--- src/rtl/inst_pipe_regs_if.sv ---
// rtl/inst_pipe_regs_if.sv - fetch/control inputs and per-stage outputs of the instruction pipe.
interface inst_pipe_regs_if #(
  parameter int XLEN = 32
);
  logic [XLEN-1:0] imem_inst;
  logic [XLEN-1:0] imem_pc;
  logic            stall;
  logic            flush;

  logic [XLEN-1:0] instF, instD, instX, instM, instW;
  logic [XLEN-1:0] pcF, pcD, pcX, pcM, pcW;
  logic            validF, validD, validX, validM, validW;
  logic            stall_timeout;
  logic [31:0]     retire_cnt;
  logic [31:0]     bubble_cnt;

  modport master (
    output imem_inst, imem_pc, stall, flush,
    input  instF, instD, instX, instM, instW,
    input  pcF, pcD, pcX, pcM, pcW,
    input  validF, validD, validX, validM, validW,
    input  stall_timeout, retire_cnt, bubble_cnt
  );

  modport slave (
    input  imem_inst, imem_pc, stall, flush,
    output instF, instD, instX, instM, instW,
    output pcF, pcD, pcX, pcM, pcW,
    output validF, validD, validX, validM, validW,
    output stall_timeout, retire_cnt, bubble_cnt
  );
endinterface

--- src/rtl/inst_pipe_regs.sv ---
// rtl/inst_pipe_regs.sv - F/D/X/M/W instruction+PC+valid registers with stall, flush and stall watchdog.
// Optional perf counters (retire_cnt, bubble_cnt) enabled by INST_PIPE_PERF_EN.
module inst_pipe_regs #(
  parameter int                  XLEN      = 32,
  parameter logic [XLEN-1:0]     NOP_INST  = 32'h0000_0013,
  parameter logic [XLEN-1:0]     RESET_PC  = 32'h0000_0000,
  parameter int unsigned         STALL_MAX = 16
) (
  input  logic               clk,
  input  logic               rst_n,
  inst_pipe_regs_if.slave    bus
);

  logic       stall_only;
  logic [7:0] stall_cnt;
  logic [7:0] stall_cnt_inc;

  // Flush takes priority, so a stall coinciding with a flush is ignored.
  assign stall_only    = bus.stall & ~bus.flush;
  assign stall_cnt_inc = (stall_cnt == 8'hFF) ? 8'hFF : stall_cnt + 8'd1;

  always_ff @(posedge clk) begin
    if (!rst_n) begin
      bus.instF  <= NOP_INST;
      bus.instD  <= NOP_INST;
      bus.instX  <= NOP_INST;
      bus.instM  <= NOP_INST;
      bus.instW  <= NOP_INST;
      bus.pcF    <= RESET_PC;
      bus.pcD    <= RESET_PC;
      bus.pcX    <= RESET_PC;
      bus.pcM    <= RESET_PC;
      bus.pcW    <= RESET_PC;
      bus.validF <= 1'b0;
      bus.validD <= 1'b0;
      bus.validX <= 1'b0;
      bus.validM <= 1'b0;
      bus.validW <= 1'b0;
    end else begin
      // M and W always advance so the resolving branch completes.
      bus.instM  <= bus.instX;
      bus.pcM    <= bus.pcX;
      bus.validM <= bus.validX;
      bus.instW  <= bus.instM;
      bus.pcW    <= bus.pcM;
      bus.validW <= bus.validM;

      if (bus.flush) begin
        bus.instF  <= NOP_INST;
        bus.pcF    <= bus.imem_pc;
        bus.validF <= 1'b0;
        bus.instD  <= NOP_INST;
        bus.pcD    <= bus.pcF;
        bus.validD <= 1'b0;
        bus.instX  <= NOP_INST;
        bus.pcX    <= bus.pcD;
        bus.validX <= 1'b0;
      end else if (bus.stall) begin
        bus.instX  <= NOP_INST;
        bus.pcX    <= bus.pcD;
        bus.validX <= 1'b0;
      end else begin
        bus.instF  <= bus.imem_inst;
        bus.pcF    <= bus.imem_pc;
        bus.validF <= 1'b1;
        bus.instD  <= bus.instF;
        bus.pcD    <= bus.pcF;
        bus.validD <= bus.validF;
        bus.instX  <= bus.instD;
        bus.pcX    <= bus.pcD;
        bus.validX <= bus.validD;
      end
    end
  end

  // Timeout is raised on the edge that completes the STALL_MAX-th consecutive stall.
  always_ff @(posedge clk) begin
    if (!rst_n) begin
      stall_cnt         <= 8'd0;
      bus.stall_timeout <= 1'b0;
    end else if (stall_only) begin
      stall_cnt <= stall_cnt_inc;
      if (32'(stall_cnt_inc) >= STALL_MAX) begin
        bus.stall_timeout <= 1'b1;
      end
    end else begin
      stall_cnt <= 8'd0;
    end
  end

`ifdef INST_PIPE_PERF_EN
  logic [31:0] retire_q;
  logic [31:0] bubble_q;

  always_ff @(posedge clk) begin
    if (!rst_n) begin
      retire_q <= 32'd0;
      bubble_q <= 32'd0;
    end else begin
      if (bus.validW) begin
        retire_q <= retire_q + 32'd1;
      end
      if (bus.stall || bus.flush) begin
        bubble_q <= bubble_q + 32'd1;
      end
    end
  end

  assign bus.retire_cnt = retire_q;
  assign bus.bubble_cnt = bubble_q;
`else
  assign bus.retire_cnt = 32'd0;
  assign bus.bubble_cnt = 32'd0;
`endif

endmodule

--- src/flat_wrapper.sv ---
// flat-port wrapper written by rule: the top's interface ports become plain ports
module inst_pipe_regs_flat 
#(
  parameter int                  XLEN      = 32,
  parameter logic [XLEN-1:0]     NOP_INST  = 32'h0000_0013,
  parameter logic [XLEN-1:0]     RESET_PC  = 32'h0000_0000,
  parameter int unsigned         STALL_MAX = 16
)
  (clk, rst_n, bus_imem_inst, bus_imem_pc, bus_stall, bus_flush, bus_instF, bus_instD, bus_instX, bus_instM, bus_instW, bus_pcF, bus_pcD, bus_pcX, bus_pcM, bus_pcW, bus_validF, bus_validD, bus_validX, bus_validM, bus_validW, bus_stall_timeout, bus_retire_cnt, bus_bubble_cnt);
  inst_pipe_regs_if #(.XLEN(XLEN)) bus_i ();
  input  logic clk;
  input  logic rst_n;
  input wire logic [$bits(bus_i.imem_inst)-1:0] bus_imem_inst;
  input wire logic [$bits(bus_i.imem_pc)-1:0] bus_imem_pc;
  input wire logic [$bits(bus_i.stall)-1:0] bus_stall;
  input wire logic [$bits(bus_i.flush)-1:0] bus_flush;
  output wire logic [$bits(bus_i.instF)-1:0] bus_instF;
  output wire logic [$bits(bus_i.instD)-1:0] bus_instD;
  output wire logic [$bits(bus_i.instX)-1:0] bus_instX;
  output wire logic [$bits(bus_i.instM)-1:0] bus_instM;
  output wire logic [$bits(bus_i.instW)-1:0] bus_instW;
  output wire logic [$bits(bus_i.pcF)-1:0] bus_pcF;
  output wire logic [$bits(bus_i.pcD)-1:0] bus_pcD;
  output wire logic [$bits(bus_i.pcX)-1:0] bus_pcX;
  output wire logic [$bits(bus_i.pcM)-1:0] bus_pcM;
  output wire logic [$bits(bus_i.pcW)-1:0] bus_pcW;
  output wire logic [$bits(bus_i.validF)-1:0] bus_validF;
  output wire logic [$bits(bus_i.validD)-1:0] bus_validD;
  output wire logic [$bits(bus_i.validX)-1:0] bus_validX;
  output wire logic [$bits(bus_i.validM)-1:0] bus_validM;
  output wire logic [$bits(bus_i.validW)-1:0] bus_validW;
  output wire logic [$bits(bus_i.stall_timeout)-1:0] bus_stall_timeout;
  output wire logic [$bits(bus_i.retire_cnt)-1:0] bus_retire_cnt;
  output wire logic [$bits(bus_i.bubble_cnt)-1:0] bus_bubble_cnt;
  assign bus_i.imem_inst = bus_imem_inst;
  assign bus_i.imem_pc = bus_imem_pc;
  assign bus_i.stall = bus_stall;
  assign bus_i.flush = bus_flush;
  assign bus_instF = bus_i.instF;
  assign bus_instD = bus_i.instD;
  assign bus_instX = bus_i.instX;
  assign bus_instM = bus_i.instM;
  assign bus_instW = bus_i.instW;
  assign bus_pcF = bus_i.pcF;
  assign bus_pcD = bus_i.pcD;
  assign bus_pcX = bus_i.pcX;
  assign bus_pcM = bus_i.pcM;
  assign bus_pcW = bus_i.pcW;
  assign bus_validF = bus_i.validF;
  assign bus_validD = bus_i.validD;
  assign bus_validX = bus_i.validX;
  assign bus_validM = bus_i.validM;
  assign bus_validW = bus_i.validW;
  assign bus_stall_timeout = bus_i.stall_timeout;
  assign bus_retire_cnt = bus_i.retire_cnt;
  assign bus_bubble_cnt = bus_i.bubble_cnt;
  inst_pipe_regs #(.XLEN(XLEN), .NOP_INST(NOP_INST), .RESET_PC(RESET_PC), .STALL_MAX(STALL_MAX)) u_core (.clk(clk), .rst_n(rst_n), .bus(bus_i));
endmodule
--- config.mk ---
export PLATFORM = sky130hd
export DESIGN_NAME = inst_pipe_regs_flat
export DESIGN_NICKNAME = d
export VERILOG_FILES = /design/src/rtl/inst_pipe_regs_if.sv /design/src/rtl/inst_pipe_regs.sv /design/src/flat_wrapper.sv
export SDC_FILE = /design/constraint.sdc
export NUM_CORES = 1
export LEC_CHECK = 0
export BUFFER_PORTS_ARGS = -buffer_cell sky130_fd_sc_hd__buf_2
export CAP_MARGIN = 20
export CORE_AREA = 2 2 176 178
export CTS_CLUSTER_SIZE = 24
export DETAILED_ROUTE_END_ITERATION = 10
export DIE_AREA = 0 0 178 180
export GPL_ROUTABILITY_DRIVEN = 0
export GPL_TIMING_DRIVEN = 0
export PLACE_DENSITY = 0.65
export SETUP_SLACK_MARGIN = 0.2
export SYNTH_ARGS = -nofsm -noshare
export SYNTH_HDL_FRONTEND = slang
export SYNTH_SLANG_ARGS = --single-unit
export TNS_END_PERCENT = 50
--- constraint.sdc ---
create_clock -name clk -period 3 [get_ports clk]
set_input_delay 0.3 -clock clk [delete_from_list [all_inputs] [get_ports clk]]
set_output_delay 0.3 -clock clk [all_outputs]
set_load 0.005 [all_outputs]
==> results by group, run 1 <==
Synthesis
  – Post-synthesis cell count: 947
  – Unique masters post-synth: 35
  – Seq cells post-synth: 334
  – Syn Std Cell Area: 0.01043 mm^2
  – Register area share after synthesis: 64.12%
  – Asr flop ratio synth: 0%
  – Post-Syn Area per Cell: 11.01 um^2
  – Number of flops mapped to enable cells by yosys: 0
  – Top FF cell, synth: dfxtp_1
  – Yosys Warn Count: 0

Final layout
  – Final core utilization: 48.51%
  – # nets final: 1537
  – Final std cells w/o fill: 1891
  – Most frequent cells in the layout: buf_2 (397), dfxtp_1 (334), and2_1 (187)
  – Area growth syn-to-layout: 40.44%
  – Fraction of layout cells with a size suffix above 1: 35.59%
  – Commonest non-fill, non-tap cell in the layout: buf_2
  – Cell area after layout: 0.01464 mm^2
  – Fillers: 2843

Routing
  – 1st-iter DRT viols: 322
  – DR vias: 8053
  – Routed len/inst: 15.87 um
  – Met1 wire length: 12.29 mm
  – Post-route DRC: 0
  – WL met2: 14.45 mm
  – WL final: 30.01 mm
  – Antenna Nets Post-Route: 0
  – Drt via density: 4.259
  – First-pass DRT Iterations: 4
  – Met3 routed WL: 2.196 mm
  – Uppermost routed layer: met4

Clocking
  – Clock latency on the worst-skew pair: 0.50 ns
  – Post-CTS sizing: 0
  – Clk sinks: 334
  – Post-CTS setup buffers: 0
  – Clk buf depth: 3
  – CTS tree: built
  – Clock slew at reported path FFs: 0.06 ns
  – Hold Buf Count CTS: 28
  – Clock root buffer: clkbuf_16
  – H-tree levels: 2
  – CTS buffer count: 35

Global routing
  – Initial antenna violation count: 3
  – GR Util All Layers: 18.16%
  – Global-route wire length before repair: 45.15 mm
  – Largest net degree at the start of global routing: 15
  – Vias in the first global route: 7811
  – Aggregate global routing overflow: 0

Timing
  – Crit path time final: 1.440 ns
  – Tcrit/Tclk final: 47.99%
  – Worst slew pin tran: 0.7201 ns
  – Worst slew margin: 51.99%
  – Count of pins over their slew limit: 0
  – Hold Vio Cnt, Final: 0
  – Fmax: 694.6 MHz
  – Setup_tns: 0 ns
  – Final setup fails: 0
  – Clock Skew: 0.01572 ns
  – RSZ-0062 raised after global routing: no

Min path
  – Hold wc startpoint: bus_imem_inst[14]
  – Hold path endpoint: u_core.bus.instF[14]
  – Hold path cells: 2
  – Worst Hold Class: input pin to flop

Power and ir drop
  – Clock Power Share: 47.0%
  – Internal power: 7.564 mW
  – Power Density: 656.0 mW/mm^2
  – Final Total Pwr: 9.606 mW
  – Gate power share: 5.3%
  – Psw: 2.042 mW
  – Sw Share: 21.26%
  – Pleak: 7.287 nW
  – Worst vdd ir: 465.3 uV
  – Reg power frac: 47.7%

Die
  – Row count: 64
  – Die area: 0.03204 mm^2
  – Starting Density: 34.54%
  – Ports: 458
  – Height of the die: 180 um
  – Die W: 178 um
  – Core ar.: 0.03019 mm^2

Job
  – Number of max-cap violations: 0

Worst setup path
  – R2R Setup Slk: 1.56 ns
  – CP cell instances: buf_2, clkbuf_1, clkbuf_1, and2_1
  – CP Data Arrival Time: 1.85 ns
  – Most used cell, CP: clkbuf_1
  – Crit start category: input pin
  – CP Data Required Time: 3.41 ns
  – R2R cell count: 4
  – Worst stage delay on the critical path: 0.57 ns
  – Slowest CP cell: clkbuf_1
  – Worst r2r src: u_core.stall_cnt[0]
  – CP endpoint kind: flop
  – CP max FO: 10
  – Setup Crit Path Kind: input pin to flop
  – Worst R2R End: u_core.stall_cnt[0]

Placed design
  – DP Cell Count: 1799
  – Post-DP Area: 0.01313 mm^2
  – HPWL after detailed placement: 23.16 mm
  – I/O Buffers: 393

Status
  – Status: finished clean
==> synthesized netlist by cell type, types with 2 or more instances <==
cell,n,share of area (%)
and2_1,187,11
buf_2,4,0.19
buf_4,76,5.5
buf_1,5,0.18
dfxtp_1,334,64
nand2b_1,8,0.48
a22o_1,59,5.0
nand3_1,3,0.14
clkbuf_1,36,1.3
o22a_1,6,0.50
a21boi_1,64,4.6
nand2_1,130,4.7
a31oi_1,2,0.12
a21oi_1,7,0.34
inv_1,2,0.072
nand4_1,2,0.12
or3_1,4,0.24
==> state kept, by name, summed over array words and instances, names as in the netlist, 8 cells and up <==
| register | cells |
|---|---|
| u_core.bus.instD | 32 |
| u_core.bus.instF | 32 |
| u_core.bus.instM | 32 |
| u_core.bus.instW | 32 |
| u_core.bus.instX | 32 |
| u_core.bus.pcD | 32 |
| u_core.bus.pcF | 32 |
| u_core.bus.pcM | 32 |
| u_core.bus.pcW | 32 |
| u_core.bus.pcX | 32 |
| u_core.stall_cnt | 8 |
==> logic make-up after synthesis <==
family,after synthesis,synth area share [%]
DFF,334,64.12
other,1,0.03596
AOI/OAI and AO/OA,143,10.84
and+or+nand+nor,343,17.51
xor gates and xnor gates,2,0.1680
buffers and inverters,123,7.212
adders and majority gates,1,0.1200
==> worst max-delay path: cells and delay by family <==
| kind | cells | cell delay (ns) |
|---|---|---|
| simple gates | 1 | 0.30 |
| buf+inv | 3 | 1.25 |
==> power by group through the flow <==
| stage | logic [mW] | registers (mW) | clock network [mW] |
|---|---|---|---|
| final | 0.506 | 4.59 | 4.51 |
| after global routing | 0.565 | 4.60 | 4.79 |
| after CTS | 0.511 | 4.59 | 4.62 |
| after detailed placement | 0.478 | 4.68 | 0 |
| after global placement | 0.473 | 4.68 | 0 |
| after floorplan | 0.248 | 4.68 | 0 |
==> worst max-delay path by stage <==
stage	startpoint	end	slack, ns	cells past startpoint
global route	rst_n	u_core.bus.pcM[31]	1.38	4
global placement	rst_n	u_core.bus.pcM[31]	0.96	4
floorplan	u_core.stall_cnt[0]	u_core.stall_cnt[7]	1.68	3
detailed placement	rst_n	u_core.bus.pcM[31]	0.94	4
CTS	rst_n	u_core.bus.pcM[31]	1.45	4
finish	rst_n	u_core.bus.pcM[31]	1.56	4
==> stage by stage <==
step                hold WS (ns)  setup WS (ns)
finish                   0.02325          1.560
global route             0.01085          1.380
CTS                     0.002908          1.449
detailed placement        0.4310         0.9437
global placement          0.4203         0.9566
floorplan                 0.3918          1.675
==> metal layers <==
metal	track usage, %	vias up
met1	21.76	3683
met2	30.79	303
li1	-	3995
met5	0	-
met3	4.632	72
met4	7.410	0
==> final cells by class <==
class                      instances  area [um^2]  area share [%]
clock buffer                      50         1054           7.194
clock inverter                    11        176.4           1.205
antenna                            3        7.507         0.05126
sequential                       334         6686           45.66
timing repair buffer             421         2247           15.35
inverter                           2        7.507         0.05126
tap                              396        495.5           3.383
buffer                           121        744.5           5.084
multi-input combinational        553         3226           22.03
Note: power is estimated with default switching activity, not from simulation.
==> inputs of run 2 (changes only) <==
--- a/config.mk
+++ b/config.mk
@@ -13,7 +13,7 @@
 export DIE_AREA = 0 0 178 180
 export GPL_ROUTABILITY_DRIVEN = 0
 export GPL_TIMING_DRIVEN = 0
-export PLACE_DENSITY = 0.65
+export PLACE_DENSITY = 0.67
 export SETUP_SLACK_MARGIN = 0.2
 export SYNTH_ARGS = -nofsm -noshare
 export SYNTH_HDL_FRONTEND = slang
==> constraint.sdc (replaced) <==
create_clock -name clk -period 1.3 [get_ports clk]
set_input_delay 0.13 -clock clk [delete_from_list [all_inputs] [get_ports clk]]
set_output_delay 0.13 -clock clk [all_outputs]
set_load 0.005 [all_outputs]
==> results by group, run 2 (same netlist as run 1, synthesis figures left out) <==
Placed design
  – I/O Buffers: 393
  – HPWL after detailed placement: 23.47 mm
  – DP Worst Slack: -0.6328 ns

Power and ir drop
  – Pleak: 8.057 nW
  – Worst vdd ir: 1032 uV
  – Power Density: 1376 mW/mm^2

Final layout
  – Fraction of layout cells with a size suffix above 1: 49.04%
  – Area of the multi-input gates: 0.003259 mm^2
  – # nets final: 1653
  – Fillers: 2582
  – Commonest non-fill, non-tap cell in the layout: buf_2
  – Reg area: 0.006924 mm^2
  – Area growth syn-to-layout: 58.60%
  – Most frequent cells in the layout: buf_2 (292), and2_1 (187), dfxtp_1 (166)

Timing
  – Tcrit/Tclk final: 96.36%
  – Hold Vio Cnt, Final: 0
  – Fmax: 798.3 MHz
  – Clock Skew: 0.01219 ns
  – Worst slew margin: 63.94%
  – Final hold slack: 0.08922 ns
  – Final setup fails: 0
  – RSZ-0062 raised after global routing: yes
  – Worst slew pin tran: 0.5409 ns
  – Count of pins over their slew limit: 0
  – PnR worst setup slack: 0.04730 ns
  – Crit path time final: 1.253 ns

Die
  – Core ar.: 0.03019 mm^2
  – Height of the die: 180 um
  – Ports: 458
  – Die area: 0.03204 mm^2
  – Row count: 64
  – Die W: 178 um
  – Starting Density: 34.54%

Routing
  – DR vias: 8765
  – Drt via density: 4.369
  – Post-route DRC: 0
  – First-pass DRT Iterations: 5
  – Routed len/inst: 16.69 um
  – 1st-iter DRT viols: 306
  – Antenna Nets Post-Route: 0
  – WL final: 33.48 mm

Clocking
  – Clock root buffer: clkbuf_16
  – Clock latency on the worst-skew pair: 0.50 ns
  – Clk sinks: 334
  – CTS tree: built
  – Clk buf depth: 3
  – Clock slew at reported path FFs: 0.06 ns
  – CTS buffer count: 36
  – H-tree levels: 2

Global routing
  – Global-route wire length before repair: 48.40 mm
  – Initial antenna violation count: 1
  – GR Util All Layers: 19.52%
  – Vias in the first global route: 8330
  – Aggregate global routing overflow: 0
  – Largest net degree at the start of global routing: 15

Worst setup path
  – R2R Setup Slk: 0.05 ns
  – CP Data Required Time: 1.69 ns
  – CP endpoint kind: flop
  – CP Data Arrival Time: 1.64 ns
  – CP max FO: 4
  – Setup Crit Path Kind: flop to flop
  – Crit start category: flop

Status
  – Status: finished clean

Job
  – Number of max-cap violations: 0

Min path
  – Worst Hold Class: input pin to flop
run 2: changes by cell type in the layout (fill, tap and decap cells not counted), moves of 2 or more:
cell           previous run  this run
clkbuf_1                 40        35
dfxtp_1                 334       166
dlygate4sd3_1            28        65
clkbuf_2                  0         7
diode_2                   3         1
dfxtp_2                   0       157
clkbuf_8                 10         6
buf_4                    76       154
clkinv_2                  3         6
dfxtp_4                   0        11
buf_6                     0       105
buf_2                   397       292
run 2: worst max-delay path: stages, from the launching register on:
cell and delay [ns]:
dfxtp_4 0.37, nand4_1 0.10, or4b_1 0.52, and3_1 0.15
run 2: where the power goes:
group / switching (mW) / leakage [nW] / internal (mW) / total (mW)
logic: 0.705 / 4.67 / 0.848 / 1.55
clock network: 4.04 / 0.610 / 6.56 / 10.6
registers: 0.149 / 2.78 / 10.5 / 10.6
total: 4.89 / 8.06 / 17.9 / 22.8
run 2: worst paths after layout:
kind / from / end / cells after the start
min reg2reg: u_core.bus.instM[1] / u_core.bus.instW[1] / 1
max reg2reg: u_core.stall_cnt[0] / u_core.stall_cnt[7] / 3
max: u_core.stall_cnt[0] / u_core.stall_cnt[7] / 3
min: bus_flush / u_core.bus.validF / 3
run 2: layout make-up:
type                       instances  share of cell area, %
sequential                       334                  41.87
tap                              396                  2.996
clock inverter                    14                  1.241
multi-input combinational        553                  19.71
buffer                           121                  4.554
timing repair buffer             536                  23.34
clock buffer                      49                  6.234
antenna                            1                0.01513
inverter                           2                0.04539
run 2: timing repair:
action,CTS,global route
hold endpoints to repair,68,0
pin swaps,5,4
buffers inserted,54,24
resized for setup,125,172
setup endpoints to repair,254,269
hold buffers,65,0
run 2: metrics by stage:
stage               setup TNS [ns]  cells  total power [mW]  instance area, um^2  util, %
floorplan                        0   1010             11.37                10680        -
global placement            -71.80   1799             11.91                13150    43.54
detailed placement          -77.58   1799             11.92                13150    43.54
CTS                              0   1981             22.80                15800    52.35
global route              -0.02557   2006             23.51                16540    54.78
finish                           0   2006             22.75                16540    54.78
run 2: metal layers:
metal	track usage, %	part of all wire (%)
met1	23.92	41
met2	33.84	50
met3	3.659	6.3
met4	7.180	3.2
met5	0	0
